### src/rtl/map_rom_arbiter.sv
// map_rom_arbiter: shares the single-port map tile ROM between the pixel renderer
// and physics collision queries. The renderer owns the port by default; an accepted
// physics query steals exactly one address cycle inside a horizontal/vertical blanking
// window and returns its tile on a valid pulse.
//
// Ports:
//   pixel_clk_in   - pixel clock, rising edge
//   rst_n_in       - asynchronous reset, active low
//   hcount_in      - current pixel column
//   vcount_in      - current pixel row
//   phys_req_in    - physics query request, held until accepted
//   phys_x_in      - query x in pixels
//   phys_y_in      - query y in pixels
//   phys_ready_out - query can be accepted this cycle
//   phys_valid_out - one-cycle pulse, phys_tile_out valid
//   phys_tile_out  - tile value of the last completed query
//   rom_addr_out   - map ROM address (render address except during the steal cycle)
//   rom_data_in    - map ROM read data, LATENCY cycles after the address
module map_rom_arbiter #(
   parameter int unsigned WIDTH      = 160,
   parameter int unsigned HEIGHT     = 90,
   parameter int unsigned TILE_SHIFT = 3,
   parameter int unsigned H_ACTIVE   = 1280,
   parameter int unsigned H_TOTAL    = 1650,
   parameter int unsigned V_ACTIVE   = 720,
   parameter int unsigned V_TOTAL    = 750,
   parameter int unsigned LATENCY    = 2,
   parameter int unsigned GUARD      = 4
) (
   input  logic                            pixel_clk_in,
   input  logic                            rst_n_in,
   input  logic [10:0]                     hcount_in,
   input  logic [9:0]                      vcount_in,
   input  logic                            phys_req_in,
   input  logic [10:0]                     phys_x_in,
   input  logic [9:0]                      phys_y_in,
   output logic                            phys_ready_out,
   output logic                            phys_valid_out,
   output logic [3:0]                      phys_tile_out,
   output logic [$clog2(WIDTH*HEIGHT)-1:0] rom_addr_out,
   input  logic [3:0]                      rom_data_in
);

   localparam int unsigned ADDR_W  = $clog2(WIDTH * HEIGHT);
   localparam int unsigned CNT_W   = (LATENCY > 1) ? $clog2(LATENCY) : 1;
   localparam int unsigned X_LIMIT = WIDTH << TILE_SHIFT;
   localparam int unsigned Y_LIMIT = HEIGHT << TILE_SHIFT;
   localparam int unsigned WIN_END = H_TOTAL - GUARD;

   // The steal cycle must land before line end, so the guard has to cover ROM latency.
   if (LATENCY < 1 || GUARD < LATENCY + 1 || H_TOTAL <= H_ACTIVE || V_TOTAL <= V_ACTIVE)
   begin : g_bad_params
      $error("map_rom_arbiter: inconsistent timing parameters");
   end

   typedef enum logic [1:0] {
      S_IDLE  = 2'd0,
      S_ISSUE = 2'd1,
      S_WAIT  = 2'd2,
      S_RESP  = 2'd3
   } state_e;

   state_e             state_q, state_d;
   logic [10:0]        x_q, x_d;
   logic [9:0]         y_q, y_d;
   logic [CNT_W-1:0]   cnt_q, cnt_d;
   logic [3:0]         tile_q, tile_d;
   logic               valid_q, valid_d;
   logic               started_q;

   logic               win;
   logic               ready_c;
   logic               accept_c;
   logic               oob_c;
   logic [ADDR_W-1:0]  render_addr;
   logic [ADDR_W-1:0]  phys_addr;

   // Tile addresses: constant multiply by map width only.
   assign render_addr = ADDR_W'(hcount_in >> TILE_SHIFT)
                      + ADDR_W'(vcount_in >> TILE_SHIFT) * ADDR_W'(WIDTH);
   assign phys_addr   = ADDR_W'(x_q >> TILE_SHIFT)
                      + ADDR_W'(y_q >> TILE_SHIFT) * ADDR_W'(WIDTH);

   // Blanking window, minus the guard cycles at the end of each line.
   assign win = ((hcount_in >= 11'(H_ACTIVE)) && (hcount_in < 11'(WIN_END)))
              || (vcount_in >= 10'(V_ACTIVE));

   assign oob_c    = (32'(x_q) >= X_LIMIT) || (32'(y_q) >= Y_LIMIT);
   // started_q holds ready low until the first clock after reset.
   assign ready_c  = (state_q == S_IDLE) && win && started_q;
   assign accept_c = ready_c && phys_req_in;

   // State and registered outputs.
   always_ff @(posedge pixel_clk_in or negedge rst_n_in) begin
      if (!rst_n_in) begin
         state_q   <= S_IDLE;
         x_q       <= '0;
         y_q       <= '0;
         cnt_q     <= '0;
         tile_q    <= '0;
         valid_q   <= 1'b0;
         started_q <= 1'b0;
      end else begin
         state_q   <= state_d;
         x_q       <= x_d;
         y_q       <= y_d;
         cnt_q     <= cnt_d;
         tile_q    <= tile_d;
         valid_q   <= valid_d;
         started_q <= 1'b1;
      end
   end

   // Next-state logic.
   always_comb begin
      state_d = state_q;
      unique case (state_q)
         S_IDLE:  if (accept_c) state_d = S_ISSUE;
         S_ISSUE: state_d = oob_c ? S_RESP : S_WAIT;
         S_WAIT:  if (cnt_q == '0) state_d = S_RESP;
         S_RESP:  state_d = S_IDLE;
         default: state_d = S_IDLE;
      endcase
   end

   // Output / datapath logic.
   always_comb begin
      x_d            = x_q;
      y_d            = y_q;
      cnt_d          = cnt_q;
      tile_d         = tile_q;
      valid_d        = 1'b0;
      phys_ready_out = 1'b0;
      rom_addr_out   = render_addr;
      unique case (state_q)
         S_IDLE: begin
            phys_ready_out = ready_c;
            if (accept_c) begin
               x_d = phys_x_in;
               y_d = phys_y_in;
            end
         end
         S_ISSUE: begin
            // Out-of-bounds queries never touch the ROM port.
            if (oob_c) begin
               tile_d  = 4'hF;
               valid_d = 1'b1;
            end else begin
               rom_addr_out = phys_addr;
               cnt_d        = CNT_W'(LATENCY - 1);
            end
         end
         S_WAIT: begin
            if (cnt_q == '0) begin
               tile_d  = rom_data_in;
               valid_d = 1'b1;
            end else begin
               cnt_d = cnt_q - CNT_W'(1);
            end
         end
         S_RESP: begin
         end
         default: begin
         end
      endcase
   end

   assign phys_valid_out = valid_q;
   assign phys_tile_out  = tile_q;

endmodule

### config.mk
export PLATFORM = sky130hd
export DESIGN_NAME = map_rom_arbiter
export DESIGN_NICKNAME = d
export VERILOG_FILES = /design/src/rtl/map_rom_arbiter.sv
export SDC_FILE = /design/constraint.sdc
export NUM_CORES = 1
export LEC_CHECK = 0
export ABC_CLOCK_PERIOD_IN_PS = 5950
export BUFFER_PORTS_ARGS = -buffer_cell sky130_fd_sc_hd__buf_4
export CAP_MARGIN = 10
export CORE_ASPECT_RATIO = 0.9
export CORE_MARGIN = 4
export CORE_UTILIZATION = 29
export CTS_CLUSTER_SIZE = 14
export DETAILED_ROUTE_END_ITERATION = 16
export SYNTH_ARGS = -nofsm -noshare
export SYNTH_HDL_FRONTEND = slang
export SYNTH_SLANG_ARGS = --single-unit
export TNS_END_PERCENT = 30
### constraint.sdc
create_clock -name pixel_clk_in -period 5.95 [get_ports pixel_clk_in]
set_input_delay 0.2975 -clock pixel_clk_in [delete_from_list [all_inputs] [get_ports pixel_clk_in]]
set_output_delay 0.2975 -clock pixel_clk_in [all_outputs]
set_load 0.02 [all_outputs]
Word level (Yosys, flattened, before mapping)
Index checks and enable logic that the tools add are counted.
{"block": "totals", "ff_bits": 30, "latch_bits": 0, "ramBits": 0, "rom_bits": 0, "in_bits": 49, "out_inout_bits": 20, "elab_cells": 52, "n_memories": 0}
{"block": "op_classes", "addsub": 3, "n_mul": 2, "div": 0, "n_lt_le_gt_ge": 5, "n_eq_ne": 7, "n_shift": 0, "muxes": 16, "bitwise": 0, "reduce_logical": 12}
{"cell": "$add A8 B14 Y14", "n": 2}
{"cell": "$mux W14", "n": 2}
{"cell": "$ge A11 B11 Y1 const B", "n": 2}
{"cell": "$ge A10 B10 Y1 const B", "n": 2}
{"cell": "$mul A7 B3 Y9 const B", "n": 2}
{"cell": "$lt A11 B11 Y1 const B", "n": 1}
{"cell": "$mux W4", "n": 2}
{"cell": "$ne A2 B2 Y1 const B", "n": 4}
{"cell": "$pmux W2 S4", "n": 1}
{"cell": "$pmux W4 S2", "n": 1}
{"cell": "$mux W1", "n": 6}
{"cell": "$reduce_and A2 Y1", "n": 3}
{"cell": "$eq A2 B2 Y1 const B", "n": 2}
{"cell": "$logic_and A1 B1 Y1", "n": 4}
{"cell": "$mux W2", "n": 2}
{"cell": "$pmux W1 S2", "n": 2}
{"cell": "$reduce_and A3 Y1", "n": 1}
{"cell": "$eq A2 B1 Y1 const B", "n": 1}
{"cell": "$logic_not A2 Y1", "n": 1}
{"cell": "$logic_or A1 B1 Y1", "n": 2}
{"cell": "$reduce_bool A2 Y1", "n": 1}
{"cell": "$sub A1 B1 Y1 const B", "n": 1}

Depth between registers and ports, before layout
Gate-level depths: netlist of run 1.
{"block": "depth", "word_depth": 8, "ltp_mapped": 9, "depth_no_buf": 9}

Least setup slack after synthesis of run 1
OpenSTA, ideal clock, no wires.
{"block": "synth_path", "kind": "register to output", "startpoint": "register y_q[4]", "endpoint": "output rom_addr_out[13]", "arrival_ns": 2.798, "required_ns": 5.653, "path_slack_ns": 2.854, "path_stages_with_launch": 10, "n_path_buf": 0, "cell_sequence": "dfrtp_1 ha_1 ha_1 fa_1 a211oi_1 nor2_1 xnor2_1 or4_1 xnor3_1 mux2i_1"}
{"block": "synth_between", "elab_chain_len": 4, "elab_cells_between_ends": 6, "cone_classes": "add/sub (1); mul (1); order compare (1); mux (2); reduce/logical (1)"}
{"item": "start: declaration", "line_no": "65", "source": "logic [9:0] y_q, y_d;"}
{"item": "start signal: assignment", "line_no": "106", "source": "y_q <= y_d;"}
{"item": "$mul A7 B3 Y9 or $ge A10 B10 Y1 (tied branches)", "line_no": "82, 88"}
{"item": "$add A8 B14 Y14 or $logic_or A1 B1 Y1 (tied branches)", "line_no": "82, 88"}
{"item": "$mux W14 *", "line_no": "145", "source": "if (oob_c) begin"}
{"item": "$mux W14 *", "line_no": "135", "source": "unique case (state_q)"}
{"item": "end: declaration", "line_no": "40", "source": "output logic [$clog2(WIDTH*HEIGHT)-1:0] rom_addr_out,"}
Every way passes the cells marked *; elsewhere a longest branch is shown, timed or not.

Final worst setup path of run 1
Ends and elaborated chain as after synthesis.

==> impl_metrics.env, run 1 <==
export IMPL_worst_ep_arrival_time_ns=3.15
export IMPL_place_inst=340
export IMPL_run_status="completed"
export IMPL_grt_antenna_before_repair=0
export IMPL_gp_weighted_congestion=0.780
export IMPL_max_cap_viol_count=0
export IMPL_tritoncts_num_buffers=3
export IMPL_final_net_count=338
export IMPL_insertion_delay_ns=0.27
export IMPL_count_of_state_elements_after_synthesis=24
export IMPL_starting_density=0.306
export IMPL_crit_path_max_fanout=5
export IMPL_portion_of_the_post_synthesis_area_used_by_sequential_elements=0.292
export IMPL_worst_hold_slack_ns=0.237
export IMPL_pwr_density_cell_mw_per_mm2=509
export IMPL_postRouteAntennaNets=0
export IMPL_synth_flop_cell="sky130_fd_sc_hd__dfrtp_1"
export IMPL_ctsResizeCount=0
export IMPL_synthCells=197
export IMPL_clockRootBuffer="sky130_fd_sc_hd__clkbuf_8"
export IMPL_first_pass_grt_wire_length_um=7660
export IMPL_grt_pass1_vias=1610
export IMPL_placeableCoreArea_mm2=0.00673
export IMPL_syn_nets=279
export IMPL_start_kind="register"
export IMPL_drive_gt1_frac=0.341
export IMPL_irDropWorstVdd_v=0.000173
export IMPL_finish_instance_area_mm2=0.00265
export IMPL_worst_setup_hold_path_clk_slew_ns=0.08
export IMPL_timing_slew_headroom=0.390
export IMPL_clock_tree_from_tritoncts="done"
export IMPL_grt_overflow_total=0
export IMPL_place_detailed_hpwl_um=3800
export IMPL_timing_clock_skew_ns=0.00110
export IMPL_min_period_over_period=0.580
export IMPL_total_count_of_hold_check_failures_in_the_final_report=0
export IMPL_setup_repair_after_global_routing_missed_its_margin="false"
export IMPL_cts_root_to_sink_buffers=2
export IMPL_worstSetupEndpointType="output pin"
export IMPL_die_width_um=96.8
export IMPL_worst_slew_pin_transition_ns=0.916
export IMPL_post_cts_repair_setup_buffers=0
export IMPL_io_buffers=58
export IMPL_die_height_um=87.9
export IMPL_fin_tns_setup_ns=0
export IMPL_grt_start_max_net_pins=25
export IMPL_achievable_frequency_mhz=290
export IMPL_drt_drc_violations_left=0
export IMPL_post_synth_instance_area_mm2=0.00206
export IMPL_floorplan_rows=28
export IMPL_num_vias=1595
export IMPL_holdCritPathClass="input port to register"
export IMPL_fp_dieArea_mm2=0.00852
export IMPL_fin_cells=345
export IMPL_placement_cell_area_mm2=0.00258
export IMPL_async_flop_share=1.00
export IMPL_detail_route_vias_per_cell=4.62
export IMPL_critical_path_class="register to output pin"
export IMPL_critPathRequiredTime_ns=5.65
export IMPL_post_route_util=0.393
export IMPL_finalSetupViolations=0
export IMPL_mean_area_per_synthesized_cell_um2=10.5
export IMPL_drt_wirelength_per_cell_um=13.2
export IMPL_clock_h_tree_levels=1
export IMPL_yosys_cell_types=37
export IMPL_firstDrtPassIters=4
export IMPL_p_leak_nw=1.30
export IMPL_grt_total_usage=0.108
export IMPL_clkSinkCount=24
export IMPL_drt_iter0_drc=36
export IMPL_synth_yosys_warnings=0
export IMPL_antennaDiodeCount=0
export IMPL_report_final_slew_viol_count=0
export IMPL_route_final_wire_length_um=4550
export IMPL_period_needed_ns=3.45
export IMPL_area_growth_syn_to_layout_pct=28.4
export IMPL_top_level_ports=69
export IMPL_filler_cell_count=687
export IMPL_synth_edf_count=0
-- stage by stage --
step	power [mW]	setup slack (ns)
CTS	1.37	2.46
finish	1.35	2.50
global placement	1.24	2.76
detailed placement	1.25	2.77
floorplan	0.988	2.85
global route	1.48	2.27
-- path summary, 6_finish.rpt --
kind | start | end | slack [ns] | cells after the start
setup / recovery | y_q[4]$_DFFE_PN0P_ | rom_addr_out[13] | 2.50 | 10
min in group asynchronous | rst_n_in | x_q[3]$_DFFE_PN0P_ | 0.47 | 2
hold / removal | phys_y_in[6] | y_q[6]$_DFFE_PN0P_ | 0.24 | 2
hold reg to reg | x_q[6]$_DFFE_PN0P_ | x_q[6]$_DFFE_PN0P_ | 0.51 | 1
max in group asynchronous | rst_n_in | phys_tile_out[0]$_DFFE_PN0P_ | 5.24 | 2
setup reg to reg | y_q[4]$_DFFE_PN0P_ | phys_tile_out[0]$_DFFE_PN0P_ | 3.56 | 6
-- placed cells by master (no fill, tap or decap), types with 3 or more instances in the layout --
| cell type | synthesis | layout |
|---|---|---|
| sky130_fd_sc_hd__nand3_1 | 4 | 4 |
| sky130_fd_sc_hd__a21oi_1 | 9 | 9 |
| sky130_fd_sc_hd__inv_1 | 3 | 3 |
| sky130_fd_sc_hd__a21o_1 | 4 | 4 |
| sky130_fd_sc_hd__dfrtp_1 | 24 | 24 |
| sky130_fd_sc_hd__xor2_1 | 7 | 7 |
| sky130_fd_sc_hd__mux2_2 | 19 | 19 |
| sky130_fd_sc_hd__o22ai_1 | 3 | 3 |
| sky130_fd_sc_hd__clkbuf_8 | 0 | 4 |
| sky130_fd_sc_hd__o21ai_0 | 7 | 7 |
| sky130_fd_sc_hd__o211a_1 | 3 | 3 |
| sky130_fd_sc_hd__o21a_1 | 4 | 4 |
| sky130_fd_sc_hd__ha_1 | 29 | 29 |
| sky130_fd_sc_hd__nand2_1 | 13 | 13 |
| sky130_fd_sc_hd__a211oi_1 | 3 | 3 |
| sky130_fd_sc_hd__mux2_1 | 4 | 4 |
| sky130_fd_sc_hd__xnor2_1 | 9 | 9 |
| sky130_fd_sc_hd__fa_1 | 4 | 4 |
| sky130_fd_sc_hd__buf_4 | 2 | 58 |
| sky130_fd_sc_hd__nor2_1 | 20 | 20 |
-- power breakdown --
part,switching [mW],internal (mW)
clock,0.0522,0.0591
sequential,0.0673,0.236
combinational,0.475,0.455
-- layer usage --
layer	GRT usage	vias up	part of all wire
li1	-	830	-
met1	0.154	722	0.52
met2	0.171	41	0.43
met3	0.0303	2	0.051
met4	0.00765	0	0.0011
met5	0	-	0
-- layout make-up --
type / instances / area (um^2) / share of cell area
well taps: 90 / 113 / 0.0426
multi-input cells: 165 / 1420 / 0.537
flip-flops and latches: 24 / 601 / 0.227
repair buffers: 59 / 445 / 0.168
inverters: 3 / 11.3 / 0.00426
clock buffers: 4 / 55.1 / 0.0208
-- cells in the mapped netlist (4+ instances only) --
cell	n	share of area
sky130_fd_sc_hd__fa_1	4	0.039
sky130_fd_sc_hd__mux2_1	4	0.022
sky130_fd_sc_hd__nand2_1	13	0.024
sky130_fd_sc_hd__ha_1	29	0.18
sky130_fd_sc_hd__nor2_1	20	0.036
sky130_fd_sc_hd__a21oi_1	9	0.022
sky130_fd_sc_hd__nand3_1	4	0.0097
sky130_fd_sc_hd__o21ai_0	7	0.017
sky130_fd_sc_hd__mux2_2	19	0.10
sky130_fd_sc_hd__xnor2_1	9	0.038
sky130_fd_sc_hd__dfrtp_1	24	0.29
sky130_fd_sc_hd__o21a_1	4	0.015
sky130_fd_sc_hd__a21o_1	4	0.015
sky130_fd_sc_hd__xor2_1	7	0.030
-- sequential cells by signal (all words and copies together) (netlist names) --
signal          cells
phys_tile_out       4
state_q             2
y_q                 7
cnt_q               1
x_q                 8
phys_valid_out      1
started_q           1
-- critical path: stages, from the launching register on --
cell	delay, ns
sky130_fd_sc_hd__dfrtp_1	0.46
sky130_fd_sc_hd__ha_1	0.33
sky130_fd_sc_hd__ha_1	0.23
sky130_fd_sc_hd__fa_1	0.41
sky130_fd_sc_hd__a211oi_1	0.24
sky130_fd_sc_hd__nor2_1	0.09
sky130_fd_sc_hd__xnor2_1	0.15
sky130_fd_sc_hd__or4_1	0.48
sky130_fd_sc_hd__xnor3_1	0.19
sky130_fd_sc_hd__mux2i_1	0.13
sky130_fd_sc_hd__buf_4	0.18
-- cell families (layout without fill, tap and decap cells) --
logic type                 after synthesis  in the layout  share of synthesized area
AOI/OAI and AO/OA                       44             44                      0.154
and+or+nand+nor                         44             44                     0.0929
adders and majority gates               33             33                      0.215
muxes                                   25             25                      0.135
DFF                                     24             24                      0.292
xor gates and xnor gates                18             18                     0.0899
buffers and inverters                    8             66                     0.0188
other                                    1              1                    0.00182
-- repair_timing --
item                                   CTS  global route
hold buffers                             1             0
setup endpoints to repair                0             0
endpoints found under the hold margin   24             0
No activity file was read; power rests on OpenSTA's default activity.
==> run 2: changes to the inputs <==
Settings changed: ABC_CLOCK_PERIOD_IN_PS 5950 to 3100.
Clock period 5.95 ns to 3.1 ns, I/O delays scaled along.
==> run 2 against run 1 <==
  * Combinational power rose by 110%
  * Worst hold slack worse by 0.15 ns
  * First-iteration DRC count is 8.3% higher
  * Sequential share of layout area fell by 0.68 points
  * Die area unchanged
  * Setup slack lost 2.4 ns
  * Via count about the same
  * Utilization is 1.4 points higher
  * Sequential cell count did not move
  * Clock-buffer cell count unchanged
  * Critical endpoint unchanged
  * Largest power group unchanged
==> impl_metrics.env, run 2 (same netlist as run 1, synthesis figures left out) <==
export IMPL_run_status="completed"
export IMPL_start_kind="register"
export IMPL_wl_met2_um=2050
export IMPL_cts_root_to_sink_buffers=2
export IMPL_top_layer="met3"
export IMPL_final_net_count=342
export IMPL_grt_antenna_before_repair=0
export IMPL_io_buffers=58
export IMPL_clkSinkCount=24
export IMPL_starting_density=0.306
export IMPL_first_pass_grt_wire_length_um=7710
export IMPL_placeableCoreArea_mm2=0.00673
export IMPL_largest_register_ffs=8
export IMPL_drive_gt1_frac=0.386
export IMPL_firstDrtPassIters=5
export IMPL_grt_pass1_vias=1581
export IMPL_antennaDiodeCount=0
export IMPL_setup_repair_after_global_routing_missed_its_margin="true"
export IMPL_clock_tree_from_tritoncts="done"
export IMPL_reg2regPathDepth=5
export IMPL_achievable_frequency_mhz=335
export IMPL_worst_slew_pin_transition_ns=0.912
export IMPL_reg2reg_from="state_q[0]$_DFFE_PN0P_"
export IMPL_layout_common_cells="sky130_fd_sc_hd__buf_4, sky130_fd_sc_hd__ha_1, sky130_fd_sc_hd__dfrtp_1, sky130_fd_sc_hd__nor2_1, sky130_fd_sc_hd__mux2_2"
export IMPL_route_final_wire_length_um=4660
export IMPL_report_final_slew_viol_count=0
export IMPL_placement_cell_area_mm2=0.00259
export IMPL_worstReg2RegEnd="state_q[1]$_DFFE_PN0P_"
export IMPL_post_route_util=0.407
export IMPL_drt_iter0_drc=39
export IMPL_drt_drc_violations_left=0
export IMPL_holdCritPathClass="input port to register"
export IMPL_critical_path_class="register to output pin"
export IMPL_crit_path_max_fanout=2
export IMPL_die_height_um=87.9
export IMPL_clock_h_tree_levels=1
export IMPL_grt_overflow_total=0
export IMPL_fp_dieArea_mm2=0.00852
export IMPL_registers_top_by_ff_count="x_q"
export IMPL_postRouteAntennaNets=0
export IMPL_clockRootBuffer="sky130_fd_sc_hd__clkbuf_8"
export IMPL_grt_total_usage=0.109
export IMPL_total_count_of_hold_check_failures_in_the_final_report=0
export IMPL_p_leak_nw=1.32
export IMPL_wl_met3_um=279
export IMPL_timing_hold_worst_endpoint="y_q[8]$_DFFE_PN0P_"
export IMPL_finish_instance_area_mm2=0.00274
export IMPL_fin_cells=349
export IMPL_worstSetupEndpointType="output pin"
export IMPL_place_inst=342
export IMPL_detail_route_vias_per_cell=4.57
export IMPL_place_detailed_hpwl_um=3750
export IMPL_worst_ep_arrival_time_ns=2.83
export IMPL_pwr_density_cell_mw_per_mm2=1010
export IMPL_worst_setup_hold_path_clk_slew_ns=0.09
export IMPL_floorplan_rows=28
export IMPL_tritoncts_num_buffers=3
export IMPL_drt_wirelength_per_cell_um=13.3
export IMPL_min_period_over_period=0.964
export IMPL_timing_slew_headroom=0.392
export IMPL_timing_clock_skew_ns=0.00790
export IMPL_regToRegSetupSlack_ns=0.95
export IMPL_grt_start_max_net_pins=25
export IMPL_area_growth_syn_to_layout_pct=32.9
export IMPL_top_level_ports=69
export IMPL_period_needed_ns=2.99
export IMPL_finalSetupViolations=0
export IMPL_critPathRequiredTime_ns=2.94
export IMPL_irDropWorstVdd_v=0.000373
export IMPL_met1_length_um=2330
export IMPL_layout_cells_most_common="sky130_fd_sc_hd__buf_4"
export IMPL_whs_path_depth=2
export IMPL_gp_weighted_congestion=0.797
export IMPL_max_cap_viol_count=0
export IMPL_die_width_um=96.8
export IMPL_num_vias=1596
export IMPL_hp_start="phys_y_in[8]"
export IMPL_insertion_delay_ns=0.27
## run 2: per-layer routing
layer  global-route usage  up-vias
met2                0.181       38
met5                    0        -
met3               0.0342        0
met1                0.148      720
li1                     -      838
met4              0.00383        0
## run 2: report_power, final
| part | leakage [nW] | internal (mW) | switching (mW) | total, mW |
|---|---|---|---|---|
| logic | 1.01 | 0.992 | 0.961 | 1.95 |
| clock network | 0.0288 | 0.113 | 0.0987 | 0.212 |
| registers | 0.281 | 0.456 | 0.134 | 0.590 |
## run 2: through the flow
step           hold WS, ns  worst slack, ns  power [mW]  setup TNS [ns]
2_1_floorplan       -0.141            0.147        1.90               0
3_3_place_gp        0.0735            0.170        2.39               0
3_5_place_dp        0.0761            0.173        2.41               0
4_1_cts             0.0855           0.0124        2.67               0
5_1_grt             0.0773          -0.0583        3.04         -0.0583
6_report            0.0901            0.111        2.76               0
## run 2: worst max-delay path by stage
stage / startpoint / to / slack (ns) / depth (start not counted)
CTS: y_q[4]$_DFFE_PN0P_ / rom_addr_out[13] / 0.01 / 10
finish: y_q[4]$_DFFE_PN0P_ / rom_addr_out[13] / 0.11 / 10
global route: y_q[4]$_DFFE_PN0P_ / rom_addr_out[13] / -0.06 / 10
floorplan: y_q[4]$_DFFE_PN0P_ / rom_addr_out[13] / 0.15 / 9
detailed placement: y_q[6]$_DFFE_PN0P_ / rom_addr_out[13] / 0.17 / 10
global placement: y_q[6]$_DFFE_PN0P_ / rom_addr_out[13] / 0.17 / 10
## run 2: critical path: stages (launching register included)
cell	delay [ns]
sky130_fd_sc_hd__dfrtp_1	0.42
sky130_fd_sc_hd__ha_4	0.26
sky130_fd_sc_hd__ha_4	0.17
sky130_fd_sc_hd__fa_2	0.37
sky130_fd_sc_hd__a211oi_2	0.18
sky130_fd_sc_hd__nor2_1	0.08
sky130_fd_sc_hd__xnor2_1	0.14
sky130_fd_sc_hd__or4_1	0.48
sky130_fd_sc_hd__xnor3_1	0.19
sky130_fd_sc_hd__mux2i_1	0.13
sky130_fd_sc_hd__buf_4	0.16
## run 2: final cells by class
| cell class | instances | area (um^2) |
|---|---|---|
| inverter | 3 | 11.3 |
| tap | 90 | 113 |
| sequential | 24 | 603 |
| multi-input combinational | 165 | 1480 |
| timing repair buffer | 63 | 475 |
| clock buffer | 4 | 55.1 |
| fill | 669 | 3990 |
## run 2: timing repair
item	in CTS	in global routing
cloned	0	0
endpoints found under the hold margin	24	0
resized for setup	3	7
setup buffers	1	1
pin swaps	0	3
setup endpoints to repair	1	1
hold buffers	1	0
